$ cat config.mk
export PLATFORM = sky130hd
export DESIGN_NAME = frame_serializer
export DESIGN_NICKNAME = d
export VERILOG_FILES = /design/src/rtl/frame_serializer.sv
export SDC_FILE = /design/constraint.sdc
export NUM_CORES = 1
export LEC_CHECK = 0
export CAP_MARGIN = 40
export CORE_MARGIN = 4
export CORE_UTILIZATION = 55
export CTS_CLUSTER_DIAMETER = 50
export DETAILED_ROUTE_END_ITERATION = 6
export GPL_TIMING_DRIVEN = 0
export PLACE_DENSITY = 0.86
export SLEW_MARGIN = 15
export SYNTH_ARGS = -nofsm -noshare
export SYNTH_HDL_FRONTEND = slang
export SYNTH_SLANG_ARGS = --single-unit
$ cat constraint.sdc
create_clock -name clk -period 10.8 [get_ports clk]
set_input_delay 1.62 -clock clk [delete_from_list [all_inputs] [get_ports clk]]
set_output_delay 1.62 -clock clk [all_outputs]
set_load 0.02 [all_outputs]
$ cat src/rtl/frame_serializer.sv
// Serialises a header, snapshot frequency/time words and a checksum into a byte stream.
// Latency 1 from start to MAGIC; each byte is held with tx_valid until tx_ready accepts it.
module frame_serializer #(
    parameter int          NF    = 2,
    parameter int          NT    = 5,
    parameter int          WB    = 4,
    parameter logic [7:0]  MAGIC = 8'hFF
) (
    input  logic               clk,
    input  logic               rst,
    input  logic               start,
    input  logic [1:0]         mode,
    input  logic [NF*WB*8-1:0] fval,
    input  logic [NT*WB*8-1:0] tval,
    output logic [7:0]         tx_data,
    output logic               tx_valid,
    input  logic               tx_ready,
    output logic               busy,
    output logic               done
);

    typedef enum logic [2:0] {
        IDLE, HDR_MAGIC, HDR_MODE, FREQ, TIME, CSUM, FIN
    } state_t;

    localparam logic [3:0] F_LAST = 4'(NF - 1);
    localparam logic [3:0] T_LAST = 4'(NT - 1);
    localparam logic [1:0] B_LAST = 2'(WB - 1);

    state_t             state, state_nxt;
    logic [1:0]         mode_q;
    logic [NF*WB*8-1:0] fval_q;
    logic [NT*WB*8-1:0] tval_q;
    logic [3:0]         wcnt, wcnt_nxt;
    logic [1:0]         bcnt, bcnt_nxt;
    logic [7:0]         csum;
    logic               xfer;

    assign xfer = tx_valid & tx_ready;
    assign busy = (state != IDLE);
    assign done = (state == FIN);

    always_comb begin
        state_nxt = state;
        wcnt_nxt  = wcnt;
        bcnt_nxt  = bcnt;
        tx_valid  = 1'b0;
        tx_data   = 8'h00;
        case (state)
            IDLE: begin
                if (start) state_nxt = HDR_MAGIC;
            end
            HDR_MAGIC: begin
                tx_valid = 1'b1;
                tx_data  = MAGIC;
                if (tx_ready) state_nxt = HDR_MODE;
            end
            HDR_MODE: begin
                tx_valid = 1'b1;
                tx_data  = {6'b0, mode_q};
                if (tx_ready) begin
                    bcnt_nxt = 2'd0;
                    if (mode_q[1]) begin
                        state_nxt = FREQ;
                        wcnt_nxt  = F_LAST;
                    end else if (mode_q[0]) begin
                        state_nxt = TIME;
                        wcnt_nxt  = T_LAST;
                    end else begin
                        state_nxt = CSUM;
                    end
                end
            end
            FREQ: begin
                tx_valid = 1'b1;
                // Words go highest index first, MSB byte first within a word.
                tx_data  = fval_q[int'(wcnt)*WB*8 + (WB-1-int'(bcnt))*8 +: 8];
                if (tx_ready) begin
                    if (bcnt == B_LAST) begin
                        bcnt_nxt = 2'd0;
                        if (wcnt == 4'd0) begin
                            if (mode_q[0]) begin
                                state_nxt = TIME;
                                wcnt_nxt  = T_LAST;
                            end else begin
                                state_nxt = CSUM;
                            end
                        end else begin
                            wcnt_nxt = wcnt - 4'd1;
                        end
                    end else begin
                        bcnt_nxt = bcnt + 2'd1;
                    end
                end
            end
            TIME: begin
                tx_valid = 1'b1;
                tx_data  = tval_q[int'(wcnt)*WB*8 + (WB-1-int'(bcnt))*8 +: 8];
                if (tx_ready) begin
                    if (bcnt == B_LAST) begin
                        bcnt_nxt = 2'd0;
                        if (wcnt == 4'd0) state_nxt = CSUM;
                        else              wcnt_nxt  = wcnt - 4'd1;
                    end else begin
                        bcnt_nxt = bcnt + 2'd1;
                    end
                end
            end
            CSUM: begin
                tx_valid = 1'b1;
                tx_data  = csum;
                if (tx_ready) state_nxt = FIN;
            end
            FIN: begin
                state_nxt = IDLE;
            end
            default: begin
                state_nxt = IDLE;
            end
        endcase
    end

    always_ff @(posedge clk) begin
        if (rst) begin
            state  <= IDLE;
            wcnt   <= 4'd0;
            bcnt   <= 2'd0;
            csum   <= 8'h00;
            mode_q <= 2'b00;
            fval_q <= '0;
            tval_q <= '0;
        end else begin
            state <= state_nxt;
            wcnt  <= wcnt_nxt;
            bcnt  <= bcnt_nxt;
            if (state == IDLE && start) begin
                mode_q <= mode;
                fval_q <= fval;
                tval_q <= tval;
                csum   <= 8'h00;
            end else if (xfer && state != CSUM) begin
                csum <= csum + tx_data;
            end
        end
    end

endmodule

Yosys cells after proc, flatten, opt, wreduce, memory -nomap -nowiden --
Cells that the tools add are included.
Word-level totals: input bits 230, word-level logic and storage cells 77, output and inout bits 11, register bits after elaboration 243
Operators by class: reductions and logical operators 13, bitwise logic cells 1, mux-type cells 29, eq/ne operators 20, add/subtract/negate cells 5, shift operators 2
Operators with widths (number):
- indexed part select 160 x 11 -> 8 bit | 1
- indexed part select 64 x 11 -> 8 bit | 1
- one-hot mux 8 bit (5 select lines) | 1
- 2-to-1 mux 4 bit | 9
- 2-to-1 mux 3 bit | 11
- inequality test 2 bit (second input constant) | 11
- one-hot mux 3 bit (6 select lines) | 1
- one-hot mux 4 bit (3 select lines) | 1
- adder 10 x 6 -> 11 bit | 1
- AND reduction 10 bit | 1
- equality test 3 bit (second input constant) | 3
- adder 8 bit | 1
- AND reduction 7 bit | 1
- equality test 3 x 2 -> 1 bit (second input constant) | 2
- 2-to-1 mux 2 bit | 3
- nonzero test 3 bit | 2
- OR reduction 5 bit | 1
- zero test 4 bit | 1
- one-hot mux 2 bit (2 select lines) | 1
- OR reduction 2 bit | 2
- subtractor 4 x 1 -> 4 bit (second input constant) | 1
- equality test 3 x 1 -> 1 bit (second input constant) | 1
- zero test 3 bit | 1
- inequality test 3 bit (second input constant) | 1
- other kinds (9) | 11

Depth between registers and ports, before layout --
word-level depth 5, mapped depth 19, gate-level depth less buffers 16

Worst setup path after synthesis --
No wires, ideal clock.
path type register to register, start point reg bcnt[1], end point reg csum[7], stages on the path, launching flop included 17, library setup time 135 ps, clock period less this slack 4143 ps, path buffers 1, data required time 10665 ps, data arrival time 4008 ps, setup slack 6657 ps, path through dfxtp_1 inv_2 buf_2 mux4_1 mux4_2 a21oi_1 o21ai_1 nand2_1 o211ai_1 ha_1 a21o_1 a21oi_1 o21ai_0 o41ai_1 nor3_1 o311ai_2 o41ai_2
On the way: cells in the longest elaborated chain, start to end 5, elaborated cells on any way between the ends 6, those cells by class 3 x add/sub; 2 x shift; 1 x mux
RTL lines:
- start, declared | line 35 | logic [1:0] bcnt, bcnt_nxt;
- start signal, assigned | line 135 | bcnt <= bcnt_nxt;
- subtractor 2 x 2 -> 3 bit * | line 77, 98
- adder 10 x 6 -> 11 bit * | line 77, 98
- indexed part select 160 x 11 -> 8 bit or indexed part select 64 x 11 -> 8 bit (tied branches) | line 98, 77
- one-hot mux 8 bit (5 select lines) * | line 49 | case (state)
- named net tx_data[1] | line 15 | output logic [7:0] tx_data,
- adder 8 bit * | line 142 | csum <= csum + tx_data;
- end signal, assigned | line 142
- end, declared | line 36 | logic [7:0] csum;
Mark *: on every way through the listed nets, which the timed path passes. The rest lies on a longest branch. A chain may end at the register's enable or synchronous reset.

Worst setup path in the final report --
start point reg bcnt[1], end point out tx_data[1]
On the way: cells in the longest elaborated chain, start to end 4, elaborated cells on any way between the ends 5, those cells by class 2 x add/sub; 2 x shift; 1 x mux
RTL lines (line):
- subtractor 2 x 2 -> 3 bit * | 77, 98
- adder 10 x 6 -> 11 bit * | 77, 98
- indexed part select 160 x 11 -> 8 bit or indexed part select 64 x 11 -> 8 bit (tied branches) | 98, 77
- one-hot mux 8 bit (5 select lines) * | 49
- end, declared | 15
Every way passes the cells marked *; elsewhere a longest branch is shown, timed or not.

==> parameters.txt <==
Parameter                              Value

Logic synthesis
  Sequential share of the synthesized area    approximately 44%
  Mapped Avg Cell Area    ~8.3 µm²
  Ys Warns    0
  Number of standard cells after synthesis    approximately 1.3k
  Number of synthesized register bits    roughly 240
  Synthesized cell area    between 10000 and 15000 µm²
  Cell variety after synth    54
  Syn_nets    1561

Critical path
  Launch point of the worst reg-to-reg path    bcnt[1]$_SDFFE_PP0P_
  Crit Path Max Fanout    10
  Worst R2R End    csum[7]$_SDFFE_PP0P_
  Crit. End Element    primary output
  Setup CP Type    reg2out
  Worst Reg2Reg Path Length in Cells    16
  Data required time at the worst endpoint    9.18 ns
  Startpoint type of the worst setup path    register
  Data arrival at the endpoint of the critical path    about 4.1 ns
  Minimum setup slack among reg-to-reg paths    about 5.8 ns

Hold path
  Hold endpoint    fval_q[36]$_SDFFE_PP0P_
  Startpoint of the tightest hold check path    fval_q[36]$_SDFFE_PP0P_
  Worst min-delay path category    reg2reg
  Number of instances on the worst hold path    2

Final layout
  Final design area excluding fillers    14700 µm²
  Proportion of layout cells with a drive suffix above 1    8.49%
  Most used cells in the layout excluding fill and tap cells    493 x sky130_fd_sc_hd__nand2_1, 258 x sky130_fd_sc_hd__a21oi_1, 243 x sky130_fd_sc_hd__dfxtp_1
  Net total in the final layout    roughly 1.8k
  Layout area overhead    34.7%
  Most common cell after layout, fill and taps aside    sky130_fd_sc_hd__nand2_1

STA
  Maximum clock frequency    approximately 170 MHz
  Time the worst path needs with I/O delays and setup    5.75 ns
  Setup TNS after final layout    0 ns
  Setup violations, final    0
  Setup repair after global routing missed its margin    false
  Final cycle utilization of the critical path    53.2%
  Number of pins with negative max-slew slack in the final report    0
  Final-report hold violation count    0
  Worst slew slack as a fraction of its limit    50.3%
  Actual slew at the worst max-slew pin    0.745 ns
  Skew final    0.0126 ns

Drt
  Iteration count of the initial detailed-routing pass    6
  Final ANT Viol Nets    0
  Via density per instance    5.77
  DRC    0
  Detailed Route WL    35.6 mm
  Detailed-route wire length per cell    18.9 µm
  Iteration-0 DRC Markers    between 900 and 1k
  Detailed-route via count    roughly 11k

Clock tree
  CTS tree    yes
  H-tree levels    1
  Maximum buffer depth of the clock tree    3
  Count of hold buffers inserted by post-cts repair    0
  Clock insertion delay at the later pin of the skew report    0.55 ns
  Inserted Clock Buffers    28
  Number of clock sinks    roughly 240
  Buffer cell driving the clock tree root    sky130_fd_sc_hd__clkbuf_16
  Resize count post-CTS    0
  Post-CTS Setup Inserts    0
  Clock-pin slew of the registers on the worst-case setup and hold paths    around 0.06 ns

Global route
  Global-route wire length before repair    54.8 mm
  Via count of the first global-routing pass    10.7k
  Initial antenna violation count    5
  All-layer global routing usage    31.1%
  Aggregate global routing overflow    0
  Maximum number of pins on one net before global-route repair    17

Floorplanning
  Initial cell density of the core    56.1%
  Die ar.    22200 µm²
  Number of top-level pins    241
  Width of the die    149 µm
  Core region area    19500 µm²
  Vertical die dimension    149 µm
  Row cnt    51

Placement
  Routability cong.    0.979
  IO Port Bufs    239
  Post-detail-place hpwl    26.3 mm
  Placed inst area    about 14000 µm²

Power
  Power density over the cells    roughly 230 nW/µm²
  Leakage    about 5.4 nW
  Design Power    3.40 mW
  Peak supply drop    0.138 mV

Outcome
  Status    complete, no violations

Run
  Maximum capacitance violations    0
## state kept, by name, indices dropped and copies added, names as in the netlist
name	count
bcnt	2
state	3
tval_q	160
fval_q	64
mode_q	2
wcnt	4
csum	8
## power by group
group | leakage [nW] | internal (mW) | switching (mW)
sequential | 1.99 | 1.06 | 0.100
combinational | 2.89 | 0.476 | 0.701
clock | 0.502 | 0.638 | 0.420
## how the worst max path moves through the flow
stage / start / slack, ns / end / cells past startpoint
floorplan: bcnt[1]$_SDFFE_PP0P_ / 6.66 / csum[7]$_SDFFE_PP0P_ / 16
global placement: bcnt[1]$_SDFFE_PP0P_ / 5.71 / tx_data[1] / 9
detailed placement: bcnt[1]$_SDFFE_PP0P_ / 5.70 / tx_data[1] / 9
CTS: bcnt[1]$_SDFFE_PP0P_ / 5.12 / tx_data[5] / 8
global route: bcnt[1]$_SDFFE_PP0P_ / 4.90 / tx_data[1] / 9
finish: bcnt[1]$_SDFFE_PP0P_ / 5.05 / tx_data[1] / 9
## logic make-up after synthesis
kind of cell / count (synthesis) / share of synthesized area (%)
buffers and inverters: 113 / 4.45
multiplexers: 75 / 14.1
AND/OR/NAND/NOR: 562 / 20.1
flip-flops: 243 / 44.4
XOR/XNOR: 5 / 0.400
adder cells (fa/ha/maj): 10 / 1.21
AO/OA/AOI/OAI: 313 / 15.2
## cell type report
cell class | count | area, µm²
inverter | 9 | 33.8
buffer | 104 | 453
multi-input combinational | 965 | 5600
clock inverter | 21 | 308
clock buffer | 31 | 753
tap | 265 | 332
fill | 1406 | 4780
timing repair buffer | 240 | 2400
sequential | 243 | 4860
antenna | 2 | 5.00
## Yosys cell counts (all sizes together)
cell type	number	share of area (%)
o22ai	4	0.23
nand4bb	1	0.10
a21oi	259	12
nand3	9	0.41
a32oi	2	0.16
o41ai	3	0.31
xor2	1	0.080
nor2	35	1.2
fa	1	0.18
a21boi	1	0.069
a311oi	1	0.080
mux4	60	13
mux2i	10	0.91
nand2	493	17
clkbuf	81	2.8
o211a	1	0.091
clkinv	1	0.034
buf	23	1.4
o211ai	5	0.34
nand2b	5	0.29
a21o	3	0.21
o21a	1	0.069
or3	2	0.11
dfxtp	243	44
o311ai	1	0.15
a2111oi	1	0.091
nor3b	2	0.24
nor2b	2	0.11
mux2	5	0.51
or3b	1	0.080
inv	8	0.27
or2	3	0.17
nor3	6	0.32
o21bai	2	0.14
nand3b	1	0.069
o21ai	26	1.2
and3	2	0.11
a31oi	1	0.057
xnor2	4	0.32
a31o	1	0.080
o2bb2ai	1	0.080
ha	9	1.0
## worst max-delay path: stages (launching register included)
cell and delay, ns:
sky130_fd_sc_hd__dfxtp_1 0.41, sky130_fd_sc_hd__inv_2 0.29, sky130_fd_sc_hd__buf_2 0.40, sky130_fd_sc_hd__mux4_1 0.68, sky130_fd_sc_hd__mux4_2 0.54, sky130_fd_sc_hd__a21oi_1 0.26, sky130_fd_sc_hd__o21ai_1 0.09, sky130_fd_sc_hd__nand2_1 0.10
sky130_fd_sc_hd__o211ai_1 0.19, sky130_fd_sc_hd__clkdlybuf4s50_1 0.61
## per-layer routing
layer | up-vias | track usage [%] | wire [µm]
met1 | 5131 | 40.2 | 13700
li1 | 5041 | - | -
met3 | 100 | 6.05 | 3420
met2 | 576 | 52.8 | 17300
met5 | - | 0 | 38
met4 | 6 | 10.4 | 1190
## per-stage QoR
step / cells / hold slack [ns] / util (%) / worst slack, ns
global route: 1880 / 0.471 / 75.5 / 4.90
CTS: 1877 / 0.452 / 75.5 / 5.12
floorplan: 1321 / 0.432 / - / 6.66
detailed placement: 1825 / 0.444 / 70.0 / 5.70
global placement: 1825 / 0.438 / 70.0 / 5.71
finish: 1880 / 0.454 / 75.5 / 5.05
Power figures use the tool's default switching activity.
